==> config.mk <==
export PLATFORM = sky130hd
export DESIGN_NAME = program_loader
export DESIGN_NICKNAME = d
export VERILOG_FILES = /design/src/rtl/loader_pkg.sv /design/src/rtl/byte_packer.sv /design/src/rtl/program_loader.sv
export SDC_FILE = /design/constraint.sdc
export NUM_CORES = 1
export LEC_CHECK = 0
export ABC_AREA = 1
export ABC_CLOCK_PERIOD_IN_PS = 2050
export BUFFER_PORTS_ARGS = -buffer_cell sky130_fd_sc_hd__buf_2
export CAP_MARGIN = 40
export CELL_PAD_IN_SITES_DETAIL_PLACEMENT = 2
export CELL_PAD_IN_SITES_GLOBAL_PLACEMENT = 2
export CORE_MARGIN = 3
export CORE_UTILIZATION = 29
export CTS_CLUSTER_DIAMETER = 30
export DETAILED_ROUTE_END_ITERATION = 8
export GPL_ROUTABILITY_DRIVEN = 0
export PLACE_DENSITY_LB_ADDON = 0.15
export SYNTH_ARGS = -nofsm -noshare
export SYNTH_HDL_FRONTEND = slang
export SYNTH_HIERARCHICAL = 1
export SYNTH_SLANG_ARGS = --single-unit
export TNS_END_PERCENT = 20
==> constraint.sdc <==
create_clock -name clk -period 2.05 [get_ports clk]
set_input_delay 0.3075 -clock clk [delete_from_list [all_inputs] [get_ports clk]]
set_output_delay 0.3075 -clock clk [all_outputs]
set_load 0.02 [all_outputs]
==> src/rtl/loader_pkg.sv <==
// -----------------------------------------------------------------------------
// loader_pkg
//   Shared definitions for the program loader: word geometry, the loader FSM
//   state encoding and a helper that classifies states as "busy".
//   Imported by byte_packer and program_loader.
// -----------------------------------------------------------------------------
package loader_pkg;

    localparam int WORD_W         = 32;
    localparam int BYTE_W         = 8;
    localparam int BYTES_PER_WORD = 4;

    typedef enum logic [2:0] {
        IDLE  = 3'd0,
        CLEAR = 3'd1,
        HDR   = 3'd2,
        LOAD  = 3'd3,
        WRITE = 3'd4,
        CHECK = 3'd5,
        DONE  = 3'd6,
        ERR   = 3'd7
    } state_t;

    // States during which a load is in progress.
    function automatic logic is_busy(input state_t s);
        return (s == CLEAR) || (s == HDR) || (s == LOAD) ||
               (s == WRITE) || (s == CHECK);
    endfunction

endpackage

==> src/rtl/byte_packer.sv <==
// -----------------------------------------------------------------------------
// byte_packer
//   Assembles 32-bit words from an 8-bit stream, most significant byte first.
//   The word being completed is presented combinationally together with a
//   one-cycle word_complete flag, so the owner can latch it on the same edge
//   that accepts the final byte.
//
// Ports
//   clk            system clock, rising edge
//   reset          synchronous, active-high reset (clears the byte index)
//   clear          restart word alignment (index back to byte 0)
//   take           a byte is transferred on this edge
//   data[7:0]      the byte being transferred
//   word[31:0]     previously accepted bytes followed by the current byte
//   word_complete  take is high and the current byte is the 4th of a word
// -----------------------------------------------------------------------------
module byte_packer
    import loader_pkg::*;
(
    input  logic                clk,
    input  logic                reset,
    input  logic                clear,
    input  logic                take,
    input  logic [BYTE_W-1:0]   data,
    output logic [WORD_W-1:0]   word,
    output logic                word_complete
);

    // Only the three older bytes need storing; the fourth is the live input.
    logic [WORD_W-BYTE_W-1:0] shift;
    logic [1:0]               index;

    always_ff @(posedge clk) begin
        if (reset || clear) begin
            index <= 2'd0;
        end else if (take) begin
            index <= index + 2'd1;  // wraps 3 -> 0 at word completion
        end
    end

    always_ff @(posedge clk) begin
        if (take) begin
            shift <= {shift[WORD_W-2*BYTE_W-1:0], data};
        end
    end

    assign word          = {shift, data};
    assign word_complete = take && (index == 2'(BYTES_PER_WORD - 1));

endmodule

==> src/rtl/program_loader.sv <==
// -----------------------------------------------------------------------------
// program_loader
//   Write-side initiator for the instruction memory load port. After a start
//   pulse it clears the memory, reads a header word N from the host byte
//   stream, then writes N payload words to consecutive addresses starting at
//   BASE_ADDR and finally signals load_done (or load_error on a bad header).
//   All outputs are registered: each is derived from the next state and
//   captured on the same edge as the state itself.
//
//   Optional feature (macro PROGRAM_LOADER_CHECKSUM_EN): a 32-bit wrap-around
//   sum of the payload words is kept and a trailer word is read in CHECK; a
//   matching trailer ends in DONE, anything else in ERR. Without the macro
//   CHECK is a single pass-through cycle and there is no sum register.
//
// Parameters
//   DEPTH      instruction words in memory (upper bound for N)
//   BASE_ADDR  write_address used for payload word 0
//
// Ports
//   clk                system clock, rising edge
//   reset              synchronous, active-high reset
//   start              begins a load; honoured in IDLE, DONE or ERR only
//   byte_valid         host byte present
//   byte_data[7:0]     host byte
//   byte_ready         loader accepts a byte (transfer = valid && ready)
//   instruction_reset  memory clear strobe, one cycle per load
//   write_signal       memory write strobe, one cycle per payload word
//   instruction_write  word to write (held between strobes)
//   write_address      word address (held between strobes)
//   busy               load in progress
//   load_done          program loaded; core may leave reset
//   load_error         load aborted
// -----------------------------------------------------------------------------
module program_loader
    import loader_pkg::*;
#(
    parameter int          DEPTH     = 256,
    parameter logic [31:0] BASE_ADDR = 32'd0
)
(
    input  logic        clk,
    input  logic        reset,
    input  logic        start,
    input  logic        byte_valid,
    input  logic [7:0]  byte_data,
    output logic        byte_ready,
    output logic        instruction_reset,
    output logic        write_signal,
    output logic [31:0] instruction_write,
    output logic [31:0] write_address,
    output logic        busy,
    output logic        load_done,
    output logic        load_error
);

    // Counter must be able to reach DEPTH itself, not just DEPTH-1.
    localparam int CNT_W = $clog2(DEPTH + 1);

    state_t              state;
    state_t              next_state;
    logic [WORD_W-1:0]   word_count;    // N from the header
    logic [CNT_W-1:0]    word_cnt;      // payload words written so far
    logic [WORD_W-1:0]   cnt_plus_one;

    logic                take;
    logic [WORD_W-1:0]   packed_word;
    logic                word_complete;

    // Next-cycle values of the registered control outputs.
    logic                ready_nxt;
    logic                clear_nxt;
    logic                write_nxt;
    logic                busy_nxt;
    logic                done_nxt;
    logic                error_nxt;

`ifdef PROGRAM_LOADER_CHECKSUM_EN
    logic [WORD_W-1:0]   sum;
`endif

    assign take         = byte_valid && byte_ready;
    assign cnt_plus_one = 32'(word_cnt) + 32'd1;

    byte_packer u_packer (
        .clk           (clk),
        .reset         (reset),
        .clear         (state == CLEAR),
        .take          (take),
        .data          (byte_data),
        .word          (packed_word),
        .word_complete (word_complete)
    );

    // Next state and next-cycle output values.
    always_comb begin
        next_state = state;
        ready_nxt  = 1'b0;
        clear_nxt  = 1'b0;
        write_nxt  = 1'b0;
        busy_nxt   = 1'b0;
        done_nxt   = 1'b0;
        error_nxt  = 1'b0;

        unique case (state)
            IDLE: begin
                if (start) next_state = CLEAR;
            end
            CLEAR: begin
                next_state = HDR;
            end
            HDR: begin
                if (word_complete) begin
                    if (packed_word > 32'(DEPTH)) begin
                        next_state = ERR;
                    end else if (packed_word == '0) begin
                        next_state = CHECK;
                    end else begin
                        next_state = LOAD;
                    end
                end
            end
            LOAD: begin
                if (word_complete) next_state = WRITE;
            end
            WRITE: begin
                if (cnt_plus_one == word_count) begin
                    next_state = CHECK;
                end else begin
                    next_state = LOAD;
                end
            end
            CHECK: begin
`ifdef PROGRAM_LOADER_CHECKSUM_EN
                if (word_complete) begin
                    next_state = (packed_word == sum) ? DONE : ERR;
                end
`else
                next_state = DONE;
`endif
            end
            DONE: begin
                if (start) next_state = CLEAR;
            end
            ERR: begin
                if (start) next_state = CLEAR;
            end
            default: begin
                next_state = IDLE;
            end
        endcase

`ifdef PROGRAM_LOADER_CHECKSUM_EN
        ready_nxt = (next_state == HDR) || (next_state == LOAD) ||
                    (next_state == CHECK);
`else
        ready_nxt = (next_state == HDR) || (next_state == LOAD);
`endif
        clear_nxt = (next_state == CLEAR);
        write_nxt = (next_state == WRITE);
        busy_nxt  = is_busy(next_state);
        done_nxt  = (next_state == DONE);
        error_nxt = (next_state == ERR);
    end

    // State, counters and registered outputs.
    always_ff @(posedge clk) begin
        if (reset) begin
            state             <= IDLE;
            word_count        <= '0;
            word_cnt          <= '0;
            byte_ready        <= 1'b0;
            instruction_reset <= 1'b0;
            write_signal      <= 1'b0;
            instruction_write <= '0;
            write_address     <= '0;
            busy              <= 1'b0;
            load_done         <= 1'b0;
            load_error        <= 1'b0;
`ifdef PROGRAM_LOADER_CHECKSUM_EN
            sum               <= '0;
`endif
        end else begin
            state             <= next_state;
            byte_ready        <= ready_nxt;
            instruction_reset <= clear_nxt;
            write_signal      <= write_nxt;
            busy              <= busy_nxt;
            load_done         <= done_nxt;
            load_error        <= error_nxt;

            if (state == CLEAR) begin
                word_count <= '0;
                word_cnt   <= '0;
`ifdef PROGRAM_LOADER_CHECKSUM_EN
                sum        <= '0;
`endif
            end

            if ((state == HDR) && word_complete) begin
                word_count <= packed_word;
            end

            // Word and address are captured as the strobe is raised so they
            // are stable for the whole WRITE cycle and held afterwards.
            if ((state == LOAD) && word_complete) begin
                instruction_write <= packed_word;
                write_address     <= BASE_ADDR + 32'(word_cnt);
`ifdef PROGRAM_LOADER_CHECKSUM_EN
                sum               <= sum + packed_word;
`endif
            end

            if (state == WRITE) begin
                word_cnt <= word_cnt + 1'b1;
            end
        end
    end

endmodule

# Word-level counts from Yosys, hierarchy flattened
# Cells that the tools add are included.
# W data, S select, Z words.
word_totals:
  register_bits: 117
  inputBits: 12
  output_inout_bits: 70
  word_cells: 59
classes:
  n_addsub: 3
  order_cmp: 1
  n_eq_ne: 16
  n_mux: 11
  n_reduce_logical: 15
op_table:
  columns: ["operator", "n"]
  rows:
  - ["$mux W32", 2]
  - ["$eq A10 B32 Y1", 1]
  - ["$gt A32 B9 Y1 const B", 1]
  - ["$logic_not A32 Y1", 1]
  - ["$eq A3 B3 Y1 const B", 8]
  - ["$mux W3", 6]
  - ["$mux W9", 2]
  - ["$pmux W3 S6", 1]
  - ["$eq A3 B2 Y1 const B", 4]
  - ["$add A9 B1 Y10 const B", 1]
  - ["$add A9 B1 Y9 const B", 1]
  - ["$eq A3 B1 Y1 const B", 2]
  - ["$logic_or A1 B1 Y1", 6]
  - ["$logic_and A1 B1 Y1", 4]
  - ["$reduce_bool A2 Y1", 2]
  - ["$logic_not A3 Y1", 1]
  - ["$reduce_or A3 Y1", 1]
  - ["$add A2 B1 Y2 const B", 1]
  - ["$eq A2 B2 Y1 const B", 1]

# Depth between registers and ports, before layout
depth:
  word_depth: 10
  mapped_depth: 15
  depth_no_buf: 15

# By module
# The synthesis kept the hierarchy.
by_module_without_submodules:
  columns: ["module", "instances", "cells_per_inst", "area_per_inst_um2"]
  rows:
  - ["program_loader", 1, 593, 4096.4]
  - ["byte_packer", 1, 50, 892.1]

# Worst setup path before layout
# Ideal clock, no wire load.
synth_timing:
  path_kind: "register -> register"
  startpoint: "register byte_ready"
  endpoint: "register instruction_reset"
  setup_ns: 0.078
  arrival_time_ns: 2.245
  t_required_ns: 1.972
  path_slack_ns: -0.273
  stages_incl_launch_ff: 14
  n_path_buf: 1
  synth_period_minus_slack_ns: 2.323
  cell_sequence: "dfxtp_1 nand2_1 inv_1 nand2_1 inv_1 clkbuf_1 inv_1 nor2_2 inv_2 nand2_1 a31oi_1 nor2_1 inv_1 nor3_1"
synth_via:
  elab_chain_cells: 5
synth_lines:
  columns: ["element", "line", "text"]
  rows:
  - ["from (decl)", "program_loader.sv:46", "output logic byte_ready,"]
  - ["from (signal assigned)", "program_loader.sv:184", "byte_ready <= ready_nxt;"]
  - ["$logic_and A1 B1 Y1 *", "program_loader.sv:81", "assign take = byte_valid && byte_ready;"]
  - ["net take", "program_loader.sv:65", "logic take;"]
  - ["$logic_and A1 B1 Y1 *", "byte_packer.sv:48", "assign word_complete = take && (index == 2'(BYTES_PER_WORD - 1));"]
  - ["net word_complete", "program_loader.sv:67", "logic word_complete;"]
  - ["$mux W3, on equally long branches", "program_loader.sv:123, program_loader.sv:112", null]
  - ["$pmux W3 S6 *", "program_loader.sv:104", "unique case (state)"]
  - ["$eq A3 B1 Y1 *", "program_loader.sv:158", "clear_nxt = (next_state == CLEAR);"]
  - ["to (signal assigned)", "program_loader.sv:185", "instruction_reset <= clear_nxt;"]
  - ["to (decl)", "program_loader.sv:47", "output logic instruction_reset,"]
# Mark *: on every way through the listed nets, which the timed path passes. The rest lies on a longest branch.
# A chain may end at the register's enable or synchronous reset.

# Worst setup path after layout
layout_timing:
  startpoint: "register u_packer.shift[20]"
  endpoint: "register busy"
layout_via:
  elab_chain_cells: 10
layout_lines:
  columns: ["element", "line", "text"]
  rows:
  - ["from (decl)", "byte_packer.sv:30", "logic [WORD_W-BYTE_W-1:0] shift;"]
  - ["from (signal assigned)", "byte_packer.sv:43", "shift <= {shift[WORD_W-2*BYTE_W-1:0], data};"]
  - ["branches (longest 2 deep; another with $gt A32 B9 Y1)", null, null]
  - ["$mux W3 *", "program_loader.sv:113", "if (packed_word > 32'(DEPTH)) begin"]
  - ["$mux W3 *", "program_loader.sv:112", "if (word_complete) begin"]
  - ["$pmux W3 S6 *", "program_loader.sv:104", null]
  - ["$eq A3 B1 Y1 or $eq A3 B2 Y1 (tied branches)", "loader_pkg.sv:26", "return (s == CLEAR) || (s == HDR) || (s == LOAD) ||"]
  - ["$logic_or A1 B1 Y1 (3 in series)", "loader_pkg.sv:26", null]
  - ["$logic_or A1 B1 Y1 *", "loader_pkg.sv:27", "(s == WRITE) || (s == CHECK);"]
  - ["to (signal assigned)", "program_loader.sv:187", "busy <= busy_nxt;"]
  - ["to (decl)", "program_loader.sv:51", "output logic busy,"]
# Every way passes the cells marked *.

==> out/metrics.csv <==
stage,metric,value,unit
pwr,leakagePower,2.309,nW
routing,dr.pass1.iters,5,
timing,maxSlewHeadroom,0.6025,
die,start_util,0.2987,
finish,final_cell_mix,"nand2_1 (163), dfxtp_1 (91), nand3_1 (89)",
die,die_h,137.2,um
cts,path_clk_slew,60,ps
routing,postRouteAntennaNets,0,
cts,hold_buffers,0,
logic_synthesis,synth_top_cell_area_share,0.3732,
run,cap_viol_max_count,0,
global_routing,antenna_found_initial,0,
routing,remaining_drc_errors,0,
finish,nets,708,
routing,routed_wl,15710,um
worst_setup_path,crit_type,reg2reg,
cts,cts_made_buffers,17,
worst_setup_path,slowest_stage,edfxtp_1,
die,ioPinCount,82,
logic_synthesis,synth_area_leaders,"dfxtp_1 (37%), edfxtp_1 (14%), nand2_1 (12%), nand3_1 (9.0%), a21oi_1 (8.2%)",
die,coreArea,16700,um2
global_routing,grt_pass1_wl,25500,um
routing,vias,4466,
placed_design,pre_cts_ws,74.16,ps
timing,finClkSkew,10.36,ps
pwr,power_density,1006,nW/um2
die,row_count,47,
global_routing,grt_max_degree,62,
logic_synthesis,syn-mean-instance-area,7.758,um2
worst_setup_path,cp_cell_sequence,nor4_1 > buf_4 > nand4_1 > nor2_1 > nor2_1 > nor2_1 > nand2_2 > nand2_2 > nand2_1 > nor2_1,
cts,cts_buffer_depth,2,
finish,drive_gt1_frac,0.1711,
worst_setup_path,crit_top_cell,nor2_1,
worst_setup_path,r2r_setup_slack,220,ps
finish,multiInputGateArea,2023,um2
timing,tns,0,ps
logic_synthesis,netlist_instances,643,
timing,min_period,1832,ps
logic_synthesis,yosys_warnings,6,
global_routing,grt-ovfl-total,0,
worst_setup_path,worstPathRequired,2410,ps
pwr,vdd_drop_max,0.5957,mV
global_routing,grtUsageTotal,0.1757,
timing,fmax,545.8,MHz
die,dieArea,18810,um2
routing,first_iter_violations,228,
placed_design,placed_cells,895,
logic_synthesis,ys_seq_area_frac,0.5177,
placed_design,place_area,5411,um2
die,die_x,137.2,um
logic_synthesis,ys_ff_latch,117,
cts,cts_tree,done,
cts,cts.htree.levels,4,
cts,clock-root-buffer,clkbuf_16,
timing,slew_viol_final,0,
global_routing,grt_pass1_vias,4760,
finish,antenna_cells,0,
timing,finalSetupViolations,0,
cts,clkLatencyLatePin,420,ps
worst_setup_path,cp.arrival,2190,ps
logic_synthesis,synth_cell_types,24,
routing,wire_per_inst,16.95,um
logic_synthesis,synth_top_cell_by_area,dfxtp_1,
routing,viasPerCell,4.818,
min_path,worstHoldPathType,in2reg,
run_status,status,"finished, final reports clean",
placed_design,io_buffers,58,
timing,worst_pin_slew,596.3,ps
timing,rsz0062_at_grt,false,
worst_setup_path,critPathMaxFanout,4,
cts,cts.sinks,117,
timing,worst_slack,217.8,ps
pwr,finalPower,0.006006,W
timing,final_hold_viol_count,0,
finish,fill_cells,1941,
logic_synthesis,syn_area,4989,um2
worst_setup_path,end_kind,register,
finish,design_area,5967,um2
placed_design,dp_hpwl,11220,um
finish,instances_no_fill,927,
finish,syn2layout_area_growth,19.61,%
finish,layout_commonest_cell,nand2_1,
worst_setup_path,critical_path.max_stage_delay,420,ps
worst_setup_path,startpoint_type,register,
timing,fin_crit_sh,0.8938,
finish,regArea,2585,um2
[cell usage after synthesis (all sizes together)]
cell type,count
a21oi,82
a31oi,1
buf,38
clkbuf,25
conb,1
dfxtp,93
edfxtp,24
ha,2
inv,37
nand2,168
nand3,90
nand3b,5
nand4,2
nor2,66
nor3,3
nor4,1
o21ai,3
xor2,2
[area by class of cell]
type / instances / share of cell area
Sequential cell: 117 / 0.4332
Multi-Input combinational cell: 448 / 0.3391
Clock buffer: 20 / 0.07318
Timing Repair Buffer: 73 / 0.06962
Tap cell: 220 / 0.04613
Inverter: 37 / 0.02390
Clock inverter: 12 / 0.01489
[where the power goes]
| group | switching, W | total (W) | internal, W |
|---|---|---|---|
| sequential | 0.000121 | 0.00264 | 0.00251 |
| combinational | 0.000554 | 0.000726 | 0.000171 |
| clock | 0.00101 | 0.00264 | 0.00163 |
| total | 0.00168 | 0.00601 | 0.00432 |
[worst max-delay path, delay by kind of cell (launching register included)]
family / cells / cell delay (ps)
buffers and inverters: 1 / 180
flip-flops: 1 / 420
AND/OR/NAND/NOR: 9 / 1190
[sequential cells by signal, indices dropped and copies added (netlist names)]
signal	flops
state	3
write_address	9
instruction_reset	1
word_count	32
instruction_write	32
u_packer/index	2
word_cnt	9
load_error	1
load_done	1
busy	1
write_signal	1
u_packer/shift	24
byte_ready	1
[cells by family after synthesis]
logic type                 Yosys count  share of synthesized area
other                                1                  0.0007517
buffers and inverters              100                    0.09932
xor gates and xnor gates             2                   0.003512
and+or+nand+nor                    335                     0.2872
AOI/OAI and AO/OA                   86                    0.08653
adders and majority gates            2                   0.005016
DFF                                117                     0.5177
[per-layer routing]
layer	GRT usage	routed length, um	up-vias
met2	0.2837	7409	81
met3	0.03199	532	18
met5	0	0	-
met4	0.05654	199	0
li1	-	-	2150
met1	0.2380	7570	2217
[final timing paths]
kind	from	endpoint	depth (start not counted)
hold reg to reg	write_address[4]$_SDFFE_PP0P_	write_address[4]$_SDFFE_PP0P_	2
setup / recovery	u_packer/shift[20]$_DFFE_PP_	busy$_SDFF_PP0_	10
setup reg to reg	u_packer/shift[20]$_DFFE_PP_	busy$_SDFF_PP0_	10
hold / removal	byte_data[5]	u_packer/shift[5]$_DFFE_PP_	1
[stage by stage]
stage,hold WS [ps],util
2_1_floorplan,391.4,-
3_3_place_gp,447.9,0.3240
3_5_place_dp,457.9,0.3240
4_1_cts,111.1,0.3555
5_1_grt,134.5,0.3573
6_report,133.3,0.3573
[repair_timing]
action	CTS	global route
resized for setup	0	9
setup buffers	0	0
endpoints found under the setup margin	0	7
(Power assumes the default switching activity.)
